`config.mk`:
```
export PLATFORM = sky130hd
export DESIGN_NAME = hazard_scoreboard_flat
export DESIGN_NICKNAME = d
export VERILOG_FILES = /design/src/rtl/hazard_scoreboard_if.sv /design/src/rtl/hazard_scoreboard.sv /design/src/flat_wrapper.sv
export SDC_FILE = /design/constraint.sdc
export NUM_CORES = 1
export LEC_CHECK = 0
export CORE_MARGIN = 10
export CORE_UTILIZATION = 48
export CTS_BUF_LIST = sky130_fd_sc_hd__clkbuf_8
export CTS_CLUSTER_DIAMETER = 30
export DETAILED_ROUTE_END_ITERATION = 10
export GPL_TIMING_DRIVEN = 0
export PLACE_DENSITY_LB_ADDON = 0.05
export SLEW_MARGIN = 20
export SYNTH_ARGS = -nofsm -noshare
export SYNTH_HDL_FRONTEND = slang
export SYNTH_SLANG_ARGS = --single-unit
```
`constraint.sdc`:
```
create_clock -name clk -period 3.3 [get_ports clk]
set_input_delay 0.66 -clock clk [delete_from_list [all_inputs] [get_ports clk]]
set_output_delay 0.66 -clock clk [all_outputs]
set_load 0.02 [all_outputs]
```
`src/rtl/hazard_scoreboard_if.sv`:
```
// Decode-to-scoreboard bundle: decode-side instruction fields in, stall/forwarding/tracking state out.
// Latency: none; this is a wiring bundle only.
// Backpressure: stall is returned to the decode (master) side, which holds its inputs while it is high.
interface hazard_scoreboard_if #(
    parameter int REG_AW = 5,
    parameter int DEPTH  = 3,
    parameter int NSRC   = 2,
    parameter int CNT_W  = 16
);
    localparam int SELW = $clog2(DEPTH);

    logic                    id_valid;
    logic [NSRC*REG_AW-1:0]  id_rs;
    logic [NSRC-1:0]         id_rs_used;
    logic [REG_AW-1:0]       id_rd;
    logic                    id_we;
    logic                    id_is_load;
    logic                    flush;
    logic                    stall;
    logic [NSRC*SELW-1:0]    fwd_sel;
    logic [DEPTH-1:0]        stage_valid;
    logic [DEPTH*REG_AW-1:0] stage_rd;
    logic [CNT_W-1:0]        stall_cycles;

    modport master (
        output id_valid, id_rs, id_rs_used, id_rd, id_we, id_is_load, flush,
        input  stall, fwd_sel, stage_valid, stage_rd, stall_cycles
    );

    modport slave (
        input  id_valid, id_rs, id_rs_used, id_rd, id_we, id_is_load, flush,
        output stall, fwd_sel, stage_valid, stage_rd, stall_cycles
    );
endinterface

```
`src/rtl/hazard_scoreboard.sv`:
```
// Hazard/forwarding scoreboard: tracks in-flight writes EX..WB and checks decode sources (macro FORWARDING_EN enables forwarding).
// Latency: stall and fwd_sel are combinational from decode inputs; tracking chain advances one stage per clock.
// Backpressure: raises stall to hold IF/decode and injects a bubble into stage 0; the chain itself never stalls.
module hazard_scoreboard #(
    parameter int REG_AW   = 5,
    parameter int DEPTH    = 3,
    parameter int NSRC     = 2,
    parameter int LOAD_LAT = 1,
    parameter int CNT_W    = 16
) (
    input  logic                 clk,
    input  logic                 rst,
    hazard_scoreboard_if.slave   sb
);
    localparam int SELW = $clog2(DEPTH);

    logic [DEPTH-1:0]              r_vld;
    logic [DEPTH-1:0][REG_AW-1:0]  r_rd;
    logic [CNT_W-1:0]              r_cnt;

    logic [NSRC-1:0]               w_haz;
    logic [NSRC-1:0]               w_found;
    logic [NSRC-1:0][SELW-1:0]     w_sel;
    logic                          w_stall;
    logic                          w_push;

`ifdef FORWARDING_EN
    logic [DEPTH-1:0]              r_ld;
    logic                          w_unused_ld;

    // The WB stage load flag is never consulted: WB is covered by the write-first register file.
    assign w_unused_ld = r_ld[DEPTH-1];
`else
    logic                          w_unused_cfg;

    // Load type only matters when forwarding distinguishes load results.
    assign w_unused_cfg = sb.id_is_load ^ (LOAD_LAT != 0);
`endif

    // Per-source match against stages 0..DEPTH-2; the youngest (first found) match decides.
    always_comb begin
        w_haz   = '0;
        w_found = '0;
        w_sel   = '0;
        for (int s = 0; s < NSRC; s++) begin
            for (int k = 0; k < DEPTH - 1; k++) begin
                if (!w_found[s] && sb.id_rs_used[s] &&
                    (sb.id_rs[s*REG_AW +: REG_AW] != '0) &&
                    r_vld[k] && (r_rd[k] == sb.id_rs[s*REG_AW +: REG_AW])) begin
                    w_found[s] = 1'b1;
`ifdef FORWARDING_EN
                    if (r_ld[k] && (k < LOAD_LAT)) begin
                        w_haz[s] = 1'b1;
                    end else begin
                        w_sel[s] = SELW'(k + 1);
                    end
`else
                    w_haz[s] = 1'b1;
`endif
                end
            end
        end
    end

    // Flush wins over stall; a stalled or flushed slot enters the chain as a bubble.
    assign w_stall = sb.id_valid && !sb.flush && (|w_haz);
    assign w_push  = sb.id_valid && sb.id_we && (sb.id_rd != '0) && !w_stall && !sb.flush;

    // Tracking chain: shifts every clock, stage 0 takes the issuing write or a bubble.
    always_ff @(posedge clk or negedge rst) begin
        if (!rst) begin
            r_vld <= '0;
            r_rd  <= '0;
        end else begin
            r_vld <= {r_vld[DEPTH-2:0], w_push};
            r_rd  <= {r_rd[DEPTH-2:0], (w_push ? sb.id_rd : {REG_AW{1'b0}})};
        end
    end

`ifdef FORWARDING_EN
    // Load flag travels alongside the destination so early-stage load results are held off.
    always_ff @(posedge clk or negedge rst) begin
        if (!rst) begin
            r_ld <= '0;
        end else begin
            r_ld <= {r_ld[DEPTH-2:0], (w_push && sb.id_is_load)};
        end
    end
`endif

    // Saturating count of stalled cycles.
    always_ff @(posedge clk or negedge rst) begin
        if (!rst) begin
            r_cnt <= '0;
        end else if (w_stall && (r_cnt != {CNT_W{1'b1}})) begin
            r_cnt <= r_cnt + 1'b1;
        end
    end

    assign sb.stall        = w_stall;
    assign sb.fwd_sel      = w_sel;
    assign sb.stage_valid  = r_vld;
    assign sb.stage_rd     = r_rd;
    assign sb.stall_cycles = r_cnt;
endmodule
```
`src/flat_wrapper.sv`:
```
// flat-port wrapper written by rule: the top's interface ports become plain ports
module hazard_scoreboard_flat 
#(
    parameter int REG_AW   = 5,
    parameter int DEPTH    = 3,
    parameter int NSRC     = 2,
    parameter int LOAD_LAT = 1,
    parameter int CNT_W    = 16
)
  (clk, rst, sb_id_valid, sb_id_rs, sb_id_rs_used, sb_id_rd, sb_id_we, sb_id_is_load, sb_flush, sb_stall, sb_fwd_sel, sb_stage_valid, sb_stage_rd, sb_stall_cycles);
  hazard_scoreboard_if #(.REG_AW(REG_AW), .DEPTH(DEPTH), .NSRC(NSRC), .CNT_W(CNT_W)) sb_i ();
  input  logic clk;
  input  logic rst;
  input wire logic [$bits(sb_i.id_valid)-1:0] sb_id_valid;
  input wire logic [$bits(sb_i.id_rs)-1:0] sb_id_rs;
  input wire logic [$bits(sb_i.id_rs_used)-1:0] sb_id_rs_used;
  input wire logic [$bits(sb_i.id_rd)-1:0] sb_id_rd;
  input wire logic [$bits(sb_i.id_we)-1:0] sb_id_we;
  input wire logic [$bits(sb_i.id_is_load)-1:0] sb_id_is_load;
  input wire logic [$bits(sb_i.flush)-1:0] sb_flush;
  output wire logic [$bits(sb_i.stall)-1:0] sb_stall;
  output wire logic [$bits(sb_i.fwd_sel)-1:0] sb_fwd_sel;
  output wire logic [$bits(sb_i.stage_valid)-1:0] sb_stage_valid;
  output wire logic [$bits(sb_i.stage_rd)-1:0] sb_stage_rd;
  output wire logic [$bits(sb_i.stall_cycles)-1:0] sb_stall_cycles;
  assign sb_i.id_valid = sb_id_valid;
  assign sb_i.id_rs = sb_id_rs;
  assign sb_i.id_rs_used = sb_id_rs_used;
  assign sb_i.id_rd = sb_id_rd;
  assign sb_i.id_we = sb_id_we;
  assign sb_i.id_is_load = sb_id_is_load;
  assign sb_i.flush = sb_flush;
  assign sb_stall = sb_i.stall;
  assign sb_fwd_sel = sb_i.fwd_sel;
  assign sb_stage_valid = sb_i.stage_valid;
  assign sb_stage_rd = sb_i.stage_rd;
  assign sb_stall_cycles = sb_i.stall_cycles;
  hazard_scoreboard #(.REG_AW(REG_AW), .DEPTH(DEPTH), .NSRC(NSRC), .LOAD_LAT(LOAD_LAT), .CNT_W(CNT_W)) u_core (.clk(clk), .rst(rst), .sb(sb_i));
endmodule
```
==> reports/qor.txt <==
Final #Nets: 219
Synthesized cell area: 1583 um^2
DP Area: 2205 um^2
Fin util: 73.83%
Hold_ws: 0.4218 ns
RSZ-0062 raised after global routing: no
Num ports: 62
Clk pwr share: 36.7%
Unique masters post-synth: 29
Setup ws final: 0.1718 ns
Antenna violations before repair: 0
Clock latency on the worst-skew pair: 0.28 ns
Post-route ant nets: 0
Core area: 3103 um^2
Final Max Tran Viols: 0
Max Fclk: 319.7 MHz
CTS buffer count: 5
Register area share after synthesis: 53.75%
Hold Vio Cnt, Final: 0
Yosys warnings: 0
Clock transition at path regs: 0.07 ns
Drt drc: 0
Post-CTS resize count: 1
Flop pwr share: 51.9%
Drt wl/cell: 16.26 um
Mean Syn Cell Area: 12.27 um^2
Die area: 5995 um^2
Die H: 77.43 um
Crit path max-delay family: buffers and inverters
Pleak: 0.001020 uW
Worst Skew: 0.007971 ns
DP HPWL: 3090 um
CTS tree: yes
Setup Fix Bufs, Post-CTS: 0
Outcome: finished, final reports clean
Vias in the first global route: 1297
Worst min-delay path class: in2async
VDD IR-drop max: 0.2596 mV
Initial DRC Count: 75
Reg2Reg Setup Slack: 1.05 ns
Max_slew headroom: 52.61%
Total GRT Usage: 13.46%
Delay of the slowest cell on the worst path: 0.49 ns
Die W: 77.43 um
Hold buffers post-CTS: 0
Via count: 1212
Largest net degree at the start of global routing: 35
Crit path buf inv count: 2
Grt ovf: 0
Crit end category: output port
Final Cell Area: 2291 um^2
Clock sink count: 34
Routed WL: 3903 um
CP Class: in2out
Sw Ratio: 23.32%
Share of cells above drive strength 1: 10.71%
First-pass DRT Iterations: 4
Layout area overhead: 44.74%
Crit path required time: 2.64 ns
Comb power frac: 11.3%
CTS Buffer Depth: 2
CP Max Fanout: 4
P_sw: 194.6 uW
FF+latch count, synth: 34
Period Utilization, post-route: 94.79%
DP Worst Slack: -0.2677 ns
Startpoint types: input port
Crit-path cells: clkdlybuf4s50_1 -> xor2_1 -> nor4_1 -> a32oi_1 -> o22a_1 -> nor2_2 -> clkbuf_2
First-pass GRT wire length: 6582 um
Root Driver: clkbuf_8
Core Rows: 20
Cells after Synth: 129
Initial core utilization: 51.01%
Internal: 639.7 uW
H-tree Lvls: 2
Antenna diodes: 0
PortBufs: 56
Tmin final: 3.128 ns
Arrival @ worst endpoint: 2.47 ns
Worst slew pin tran: 0.7109 ns
CP max-delay cell: clkdlybuf4s50_1
Vias per cell: 5.050
Max cap viols: 0
Power density cells: 364.2 nW/um^2
Final setup violation count: 0
Routability cong.: 0.8817
placed cells by master, fill, tap and decap left out, types with 2 or more instances in the layout:
| cell type | instances |
|---|---|
| o21ai_0 | 2 |
| or4_1 | 3 |
| a32oi_1 | 2 |
| clkdlybuf4s50_1 | 54 |
| nor4_1 | 4 |
| nand2b_1 | 2 |
| xor2_1 | 17 |
| conb_1 | 4 |
| nand4_1 | 4 |
| clkbuf_8 | 6 |
| buf_4 | 4 |
| a41oi_1 | 2 |
| xnor2_1 | 16 |
| nand3_1 | 8 |
| and2_1 | 8 |
| clkbuf_1 | 2 |
| and3_1 | 4 |
| dfrtp_1 | 34 |
| and3_4 | 3 |
| nand2_1 | 2 |
power groups by stage:
stage	registers, uW	logic [uW]	clock network (uW)
2_1_floorplan	449	27.7	0
3_5_place_dp	441	95.0	0
6_report	433	94.6	306
4_1_cts	433	95.8	311
5_1_grt	434	103	331
3_3_place_gp	441	94.2	0
metrics by stage:
step	cells	total power (uW)	setup TNS, ns
final	240	834.3	0
after global routing	240	868.8	0
after CTS	240	839.6	0
after detailed placement	232	535.9	-0.2677
after global placement	232	534.7	-0.2494
after floorplan	132	476.9	0
kinds of logic after synthesis:
logic type / share of synthesized area, %
AOI/OAI and AO/OA: 4.665
xor gates and xnor gates: 18.26
adders and majority gates: 0.7904
buffers and inverters: 3.083
DFF: 53.76
muxes: 1.423
other: 0.2369
and+or+nand+nor: 17.79
sequential cells by signal, summed over array words and instances (netlist names):
name                    count
u_core.sb.stage_rd         15
u_core.sb.stall_cycles     16
u_core.sb.stage_valid       3
Yosys cell counts (all sizes together):
cell	n	share of area (%)
a32oi	2	1.1
or4	3	1.4
a41oi	2	1.1
o22a	1	0.55
nor2b	1	0.40
and2	8	3.2
and3	7	3.7
nand3	8	2.5
o21ai	2	0.63
and4	1	0.71
buf	5	2.6
nor4	4	1.6
nand4	4	1.6
xor2	17	9.4
conb	1	0.24
nand2b	2	0.79
a211oi	1	1.3
ha	1	0.79
nand2	2	0.47
clkbuf	2	0.47
and4bb	1	0.79
xnor2	16	8.9
nor2	2	0.63
dfrtp	34	54
mux2	2	1.4
routing by layer:
layer	part of all wire, %	track usage, %
met5	0	0
met4	1.2	4.927
met3	7.1	5.300
met2	49	22.32
met1	43	15.35
final cells by class:
cell class	instances	area [um^2]
Sequential cell	34	850.8
Fill cell	228	812.0
Clock inverter	2	8.758
Multi-Input combinational cell	91	694.4
Tap cell	44	55.05
Buffer	7	48.80
Timing Repair Buffer	56	550.5
Clock buffer	6	82.58
path summary, 6_finish.rpt:
path                       cells after the start                      from                   endpoint
max                                            7               sb_id_rs[4]                   sb_stall
min                                            1                       rst  u_core.sb.stall_cycles[0]
max reg2reg                                    8     u_core.sb.stage_rd[4]  u_core.sb.stall_cycles[4]
min reg2reg                                    0  u_core.sb.stage_valid[0]   u_core.sb.stage_valid[1]
max in group asynchronous                      1                       rst      u_core.sb.stage_rd[0]
min in group clk                               0  u_core.sb.stage_valid[0]   u_core.sb.stage_valid[1]
No activity file was read; power rests on OpenSTA's default activity.
